`config.mk`:
```
export PLATFORM = sky130hd
export DESIGN_NAME = seq_bit_serializer
export DESIGN_NICKNAME = d
export VERILOG_FILES = /design/src/rtl/seq_bit_serializer.sv
export SDC_FILE = /design/constraint.sdc
export NUM_CORES = 1
export LEC_CHECK = 0
export BUFFER_PORTS_ARGS = -buffer_cell sky130_fd_sc_hd__buf_2
export CAP_MARGIN = 30
export CORE_MARGIN = 1
export CORE_UTILIZATION = 50
export CTS_CLUSTER_SIZE = 24
export DETAILED_ROUTE_END_ITERATION = 7
export GPL_ROUTABILITY_DRIVEN = 0
export GPL_TIMING_DRIVEN = 0
export PLACE_DENSITY = 0.75
export SETUP_SLACK_MARGIN = 0.2
export SYNTH_ARGS = -nofsm -noshare
export SYNTH_HDL_FRONTEND = slang
export SYNTH_SLANG_ARGS = --single-unit
```
`constraint.sdc`:
```
create_clock -name clk -period 3.6 [get_ports clk]
set_input_delay 0.36 -clock clk [delete_from_list [all_inputs] [get_ports clk]]
set_output_delay 0.36 -clock clk [all_outputs]
set_load 0.1 [all_outputs]
```
`src/rtl/seq_bit_serializer.sv`:
```
`default_nettype none
// ============================================================================
//  Module      : seq_bit_serializer
//  Description : Parallel-load, MSB-first bit serializer. A pattern is
//                accepted through a valid/ready handshake and shifted out on
//                the single-bit line w, each bit held for DIV clock cycles.
//  Revision    : 1.0 - initial release
// ----------------------------------------------------------------------------
//  Ports
//    clk         in   1      rising-edge clock
//    reset       in   1      asynchronous active-high reset
//    load_valid  in   1      load request
//    load_ready  out  1      block can accept a load (IDLE)
//    data        in   WIDTH  pattern, bit WIDTH-1 sent first
//    len         in   LW     bits to send (0 ignored, >WIDTH clamped)
//    abort       in   1      synchronous cancel, priority over load
//    w           out  1      serial output bit
//    bit_strobe  out  1      high in the first cycle of each bit period
//    busy        out  1      transfer in progress
//    done        out  1      one-cycle pulse after a normal completion
// ============================================================================
module seq_bit_serializer #(
    parameter int WIDTH = 8,
    parameter int DIV   = 2,
    parameter int LW    = $clog2(WIDTH + 1)
) (
    input  logic             clk,
    input  logic             reset,
    input  logic             load_valid,
    output logic             load_ready,
    input  logic [WIDTH-1:0] data,
    input  logic [LW-1:0]    len,
    input  logic             abort,
    output logic             w,
    output logic             bit_strobe,
    output logic             busy,
    output logic             done
);

    // Prescaler needs at least one bit even when DIV is 1.
    localparam int             c_PW      = (DIV > 1) ? $clog2(DIV) : 1;
    localparam logic [c_PW-1:0] c_PRE_MAX = c_PW'(DIV - 1);
    localparam logic [LW-1:0]   c_WIDTH   = LW'(WIDTH);

    typedef enum logic [0:0] {
        S_IDLE  = 1'b0,
        S_SHIFT = 1'b1
    } state_t;

    state_t            state_q, state_d;
    logic [WIDTH-1:0]  shreg_q, shreg_d;
    logic [LW-1:0]     cnt_q,   cnt_d;
    logic [c_PW-1:0]   pre_q,   pre_d;
    logic              done_q,  done_d;

    always_ff @(posedge clk or posedge reset) begin
        if (reset) begin
            state_q <= S_IDLE;
            shreg_q <= '0;
            cnt_q   <= '0;
            pre_q   <= '0;
            done_q  <= 1'b0;
        end else begin
            state_q <= state_d;
            shreg_q <= shreg_d;
            cnt_q   <= cnt_d;
            pre_q   <= pre_d;
            done_q  <= done_d;
        end
    end

    always_comb begin
        state_d = state_q;
        shreg_d = shreg_q;
        cnt_d   = cnt_q;
        pre_d   = pre_q;
        done_d  = 1'b0;
        case (state_q)
            S_IDLE: begin
                // abort outranks a simultaneous load; len of zero is a no-op
                if (load_valid && !abort && (len != '0)) begin
                    state_d = S_SHIFT;
                    shreg_d = data;
                    cnt_d   = (len > c_WIDTH) ? c_WIDTH : len;
                    pre_d   = '0;
                end
            end
            S_SHIFT: begin
                if (abort) begin
                    state_d = S_IDLE;
                    pre_d   = '0;
                end else if (pre_q == c_PRE_MAX) begin
                    pre_d   = '0;
                    shreg_d = shreg_q << 1;
                    cnt_d   = cnt_q - LW'(1);
                    if (cnt_q == LW'(1)) begin
                        state_d = S_IDLE;
                        done_d  = 1'b1;
                    end
                end else begin
                    pre_d = pre_q + c_PW'(1);
                end
            end
            default: state_d = S_IDLE;
        endcase
    end

    // Outputs decode registered state only; w is gated so that residual
    // pattern bits never leak out while idle.
    assign w          = (state_q == S_SHIFT) & shreg_q[WIDTH-1];
    assign busy       = (state_q == S_SHIFT);
    assign load_ready = (state_q == S_IDLE);
    assign bit_strobe = (state_q == S_SHIFT) && (pre_q == '0);
    assign done       = done_q;

endmodule
`default_nettype wire

```
==> Word level (Yosys, flattened, before mapping) <==
Cells that the tools add are included.
{ "word_totals": {"latch_bits": 0, "mem_count": 0, "ram_bits": 0, "reg_bits": 15, "rom_bits": 0, "elab_cells": 43} }
{ "op_classes": {"multipliers": 0, "eq_ne": 4, "n_addsub": 2, "n_lt_le_gt_ge": 1, "n_bitwise": 3, "div": 0, "mux": 22, "shifts": 0, "n_reduce_logical": 6} }
{ "op_table": {"columns": ["operator", "n"], "rows": [
  ["$mux 8", 3],
  ["$mux 4", 4],
  ["$pmux 8 s2", 1],
  ["$mux 1", 11],
  ["$pmux 4 s2", 1],
  ["$eq 4x1->1 const B", 1],
  ["$gt 4x4->1 const B", 1],
  ["$ne 2x1->1 const B", 2],
  ["$pmux 1 s2", 2],
  ["$reduce_bool 4->1", 1],
  ["$sub 4x1->4 const B", 1],
  ["$logic_and 1x1->1", 3],
  ["$reduce_and 3->1", 1],
  ["$ne 2x2->1 const B", 1],
  ["$not 1->1", 2],
  ["$add 1x1->1 const B", 1],
  ["$and 1x1->1", 1],
  ["$logic_not 1->1", 1]
]} }

==> Depth between registers and ports, before layout <==
{ "logic_depth": {"word_depth": 5, "mapped_depth": 5} }

==> Least setup slack after synthesis <==
OpenSTA, ideal clock, no wires.
{ "synth_path": {"kind": "reg2out", "start": "register state_q, in the netlist busy", "end": "output port bit_strobe", "slack_ns": 0.101, "stages_incl_launch_ff": 4, "t_required_ns": 3.240, "path_buffers": 1, "t_arrival_ns": 3.139, "cell_sequence": "dfrtp_1 > clkbuf_1 > inv_1 > nor2_1"} }
{ "synth_between": {"elab_chain_len": 1} }
{ "synth_rtl": {"columns": ["element", "line", "text"], "rows": [
  ["from (decl)", "50", "state_t state_q, state_d;"],
  ["from (signal assigned)", "64", "state_q <= state_d;"],
  ["$logic_and 1x1->1", "113", "assign bit_strobe = (state_q == S_SHIFT) && (pre_q == '0);"],
  ["to (decl)", "35", "output logic bit_strobe,"]
]} }
No other way between the ends.

==> Worst setup path after layout <==
{ "layout_path": {"start": "register state_q, in the netlist busy", "end": "output port w"} }
{ "layout_between": {"elab_chain_len": 1} }
{ "layout_rtl": {"columns": ["element", "line", "text"], "rows": [
  ["$and 1x1->1", "110", "assign w = (state_q == S_SHIFT) & shreg_q[WIDTH-1];"],
  ["to (decl)", "34", "output logic w,"]
]} }
No other way between the ends.

==> impl_metrics.yaml <==
routing:
  wl_per_cell_um: 14.0
  first_pass_iters: 4
  avgViaCountPerCell: 5.77
  drt_iter0_drc: 18
  vias: 837
  drc: 0
  wl_mm: 2.03
  ant_nets: 0
clocking:
  cts_tree: "done"
  root_buffer: "clkbuf_4"
  cts_sinks: 15
  ctsHoldBuffers: 0
  clock_latency_ns: 0.29
  cts_resized: 0
  clk_pin_slew_worst_paths_ns: 0.09
  numCtsBuffers: 3
  cts_max_level: 1
  clk_path_buf_depth: 2
  postCtsSetupRepairBufs: 0
pwr:
  intPower_uw: 346
  powerDensity_nw_per_um2: 542
  vdd_drop_max_uv: 262
  leakagePower_nw: 0.539
  netSwitchingPower_uw: 234
  power_frac_comb_pct: 38.2
  p_seq_share_pct: 44.4
  p_total_uw: 580
  clkPwrFrac_pct: 17.3
  switching_share_pct: 40.3
critical_path:
  critPathKind: "flip-flop to primary output"
  cp_max_fo: 10
  cpMostUsedCell: "clkbuf_1"
  arrival_ns: 1.96
  cpPeakStageDelay_ns: 0.41
  rrSetupSlack_ns: 1.91
  crit_path_cell_trace: "clkbuf_1 > clkbuf_1 > and2_1 > buf_2"
  critPathRequiredTime_ns: 3.24
  path_buf_inv: 3
  cp_slowest_cell: "buf_2"
  crit_path_end_kind: "primary output"
  regToRegStartpoint: "busy"
  critPathLaunchType: "flip-flop"
  crit_family: "buffers and inverters"
  cp-startpoint: "busy"
floorplanning:
  start_util_pct: 53.3
  core_um2: 1710
  die_h_um: 44.7
  die_w_um: 44.7
  ios: 21
  die_area_um2: 1990
  num_rows: 15
grt:
  busiest_layer: "met2"
  grt_max_degree: 16
  globalRouteMet2Util_pct: 38.2
  grt_pass1_wl_mm: 3.46
  overflow: 0
  antenna_found_initial: 0
  use_met1_pct: 32.1
  grt_pass1_vias: 773
  track_usage_pct: 24.1
  grtUsageMet3_pct: 2.86
synth:
  netlist_instances: 96
  yosys_warnings: 0
  synth-seq-cells: 15
  synth.top_cell.area_share_pct: 41.3
  ys_seq_area_share_pct: 41.3
  syn_avg_cell_area_um2: 9.48
  yosysTopAreaCell: "dfrtp_1"
  syn_area_um2: 910
  yosys-top-cells-area: "dfrtp_1 41%, mux2i_1 7.7%, o21ai_0 4.4%"
  synth_nets: 114
  netlist-cell-type-count: 33
final_layout:
  seqCellArea_um2: 375
  final_nets: 139
  n_antenna_cell: 0
  area_delta_synth_final_pct: 17.6
  final_util_pct: 62.6
  layout_commonest_cell: "buf_2"
  fin_area_um2: 1070
  layout_common_cells: "20 x buf_2, 15 x dfrtp_1, 8 x o21ai_0, 7 x nand2_1, 7 x mux2i_1"
  fillers: 157
  drive_gt1_share_pct: 21.7
  multi_input_area_um2: 492
timing:
  slew_violations: 0
  fin_crit_sh_pct: 64.4
  setup_tns_ns: 0
  rsz0062_at_grt: "no"
  final_hold_viol_count: 0
  worstMarginPinSlew_ns: 0.658
  fin_worst_skew_ns: 0.00329
  setup_violations: 0
  fin_crit_ns: 2.32
  fmax_ghz: 0.431
  worst_slew_margin_rel_pct: 55.8
placement:
  place_area_um2: 1040
  numPortBuffers: 20
  dpl.hpwl_mm: 1.50
run:
  maxCapViolCount: 0
worst_hold_path:
  hp-class: "primary input to asynchronous set/reset pin"
outcome:
  status: "completed"
registers in the layout, indices dropped and copies added (netlist names):
| signal | count |
|---|---|
| busy | 1 |
| pre_q | 1 |
| shreg_q | 8 |
| done | 1 |
| cnt_q | 4 |
per-stage QoR:
step           cells  hold slack (ns)  worst slack, ns
4_1_cts          145            0.144             1.29
2_1_floorplan     96            0.261            0.563
6_report         145            0.111             1.28
3_3_place_gp     141            0.444             1.63
3_5_place_dp     141            0.458             1.61
5_1_grt          145            0.169             1.12
routing by layer:
metal | part of all wire (%) | vias to the layer above | routed length, um
li1 | - | 404 | -
met1 | 47 | 392 | 946
met2 | 45 | 34 | 915
met3 | 5.3 | 7 | 108
met4 | 2.8 | 0 | 57
met5 | 0 | - | 0
path summary, 6_finish.rpt:
path                                   end  depth (start not counted)
worst min register to register  shreg_q[7]                          2
min in group clk                  cnt_q[1]                          3
worst max-delay path                     w                          4
worst max register to register    cnt_q[0]                          5
max in group asynchronous         cnt_q[0]                          2
worst min-delay path            shreg_q[4]                          2
cell usage after synthesis:
cell type and instances:
nor2b_1 4, mux2i_1 7, nand4_1 1, o21bai_1 1
a2bb2oi_1 3, o211a_1 2, inv_1 5, buf_4 1
or4_1 2, ha_1 2, nand2b_1 4, a221o_1 2
and3_1 1, clkbuf_1 4, and2_1 1, buf_1 1
nor4b_1 1, nor2_1 3, nand3b_1 1, nor4_2 1
a21o_1 1, nand2_1 7, nor4bb_1 1, o21ai_0 8
nand3_1 1, nand4b_1 1, dfrtp_1 15, o311ai_0 1
nor3_1 2, a21oi_1 1, a22oi_1 5, or3_1 1
a31oi_1 5
kinds of logic (layout without fill, tap and decap cells):
| group | after synthesis | in the layout | synth area share, % |
|---|---|---|---|
| DFF | 15 | 15 | 41.3 |
| and+or+nand+nor | 32 | 32 | 20.9 |
| adders and majority gates | 2 | 2 | 2.75 |
| AOI/OAI and AO/OA | 29 | 29 | 22.4 |
| buffers and inverters | 11 | 35 | 4.95 |
| muxes | 7 | 7 | 7.70 |
power groups by stage:
stage          logic, mW  registers (mW)  clock network, mW
2_1_floorplan      0.167           0.261                  0
4_1_cts            0.223           0.258              0.101
3_3_place_gp       0.214           0.261                  0
6_report           0.222           0.258              0.100
5_1_grt            0.247           0.265              0.108
3_5_place_dp       0.222           0.261                  0
final cells by class:
cell class | count | area share [%]
multi-input combinational | 70 | 46.0
clock buffer | 4 | 2.46
inverter | 5 | 1.75
tap | 25 | 2.92
timing repair buffer | 20 | 9.36
sequential | 15 | 35.1
buffer | 6 | 2.46
Note: power is estimated with default switching activity, not from simulation.
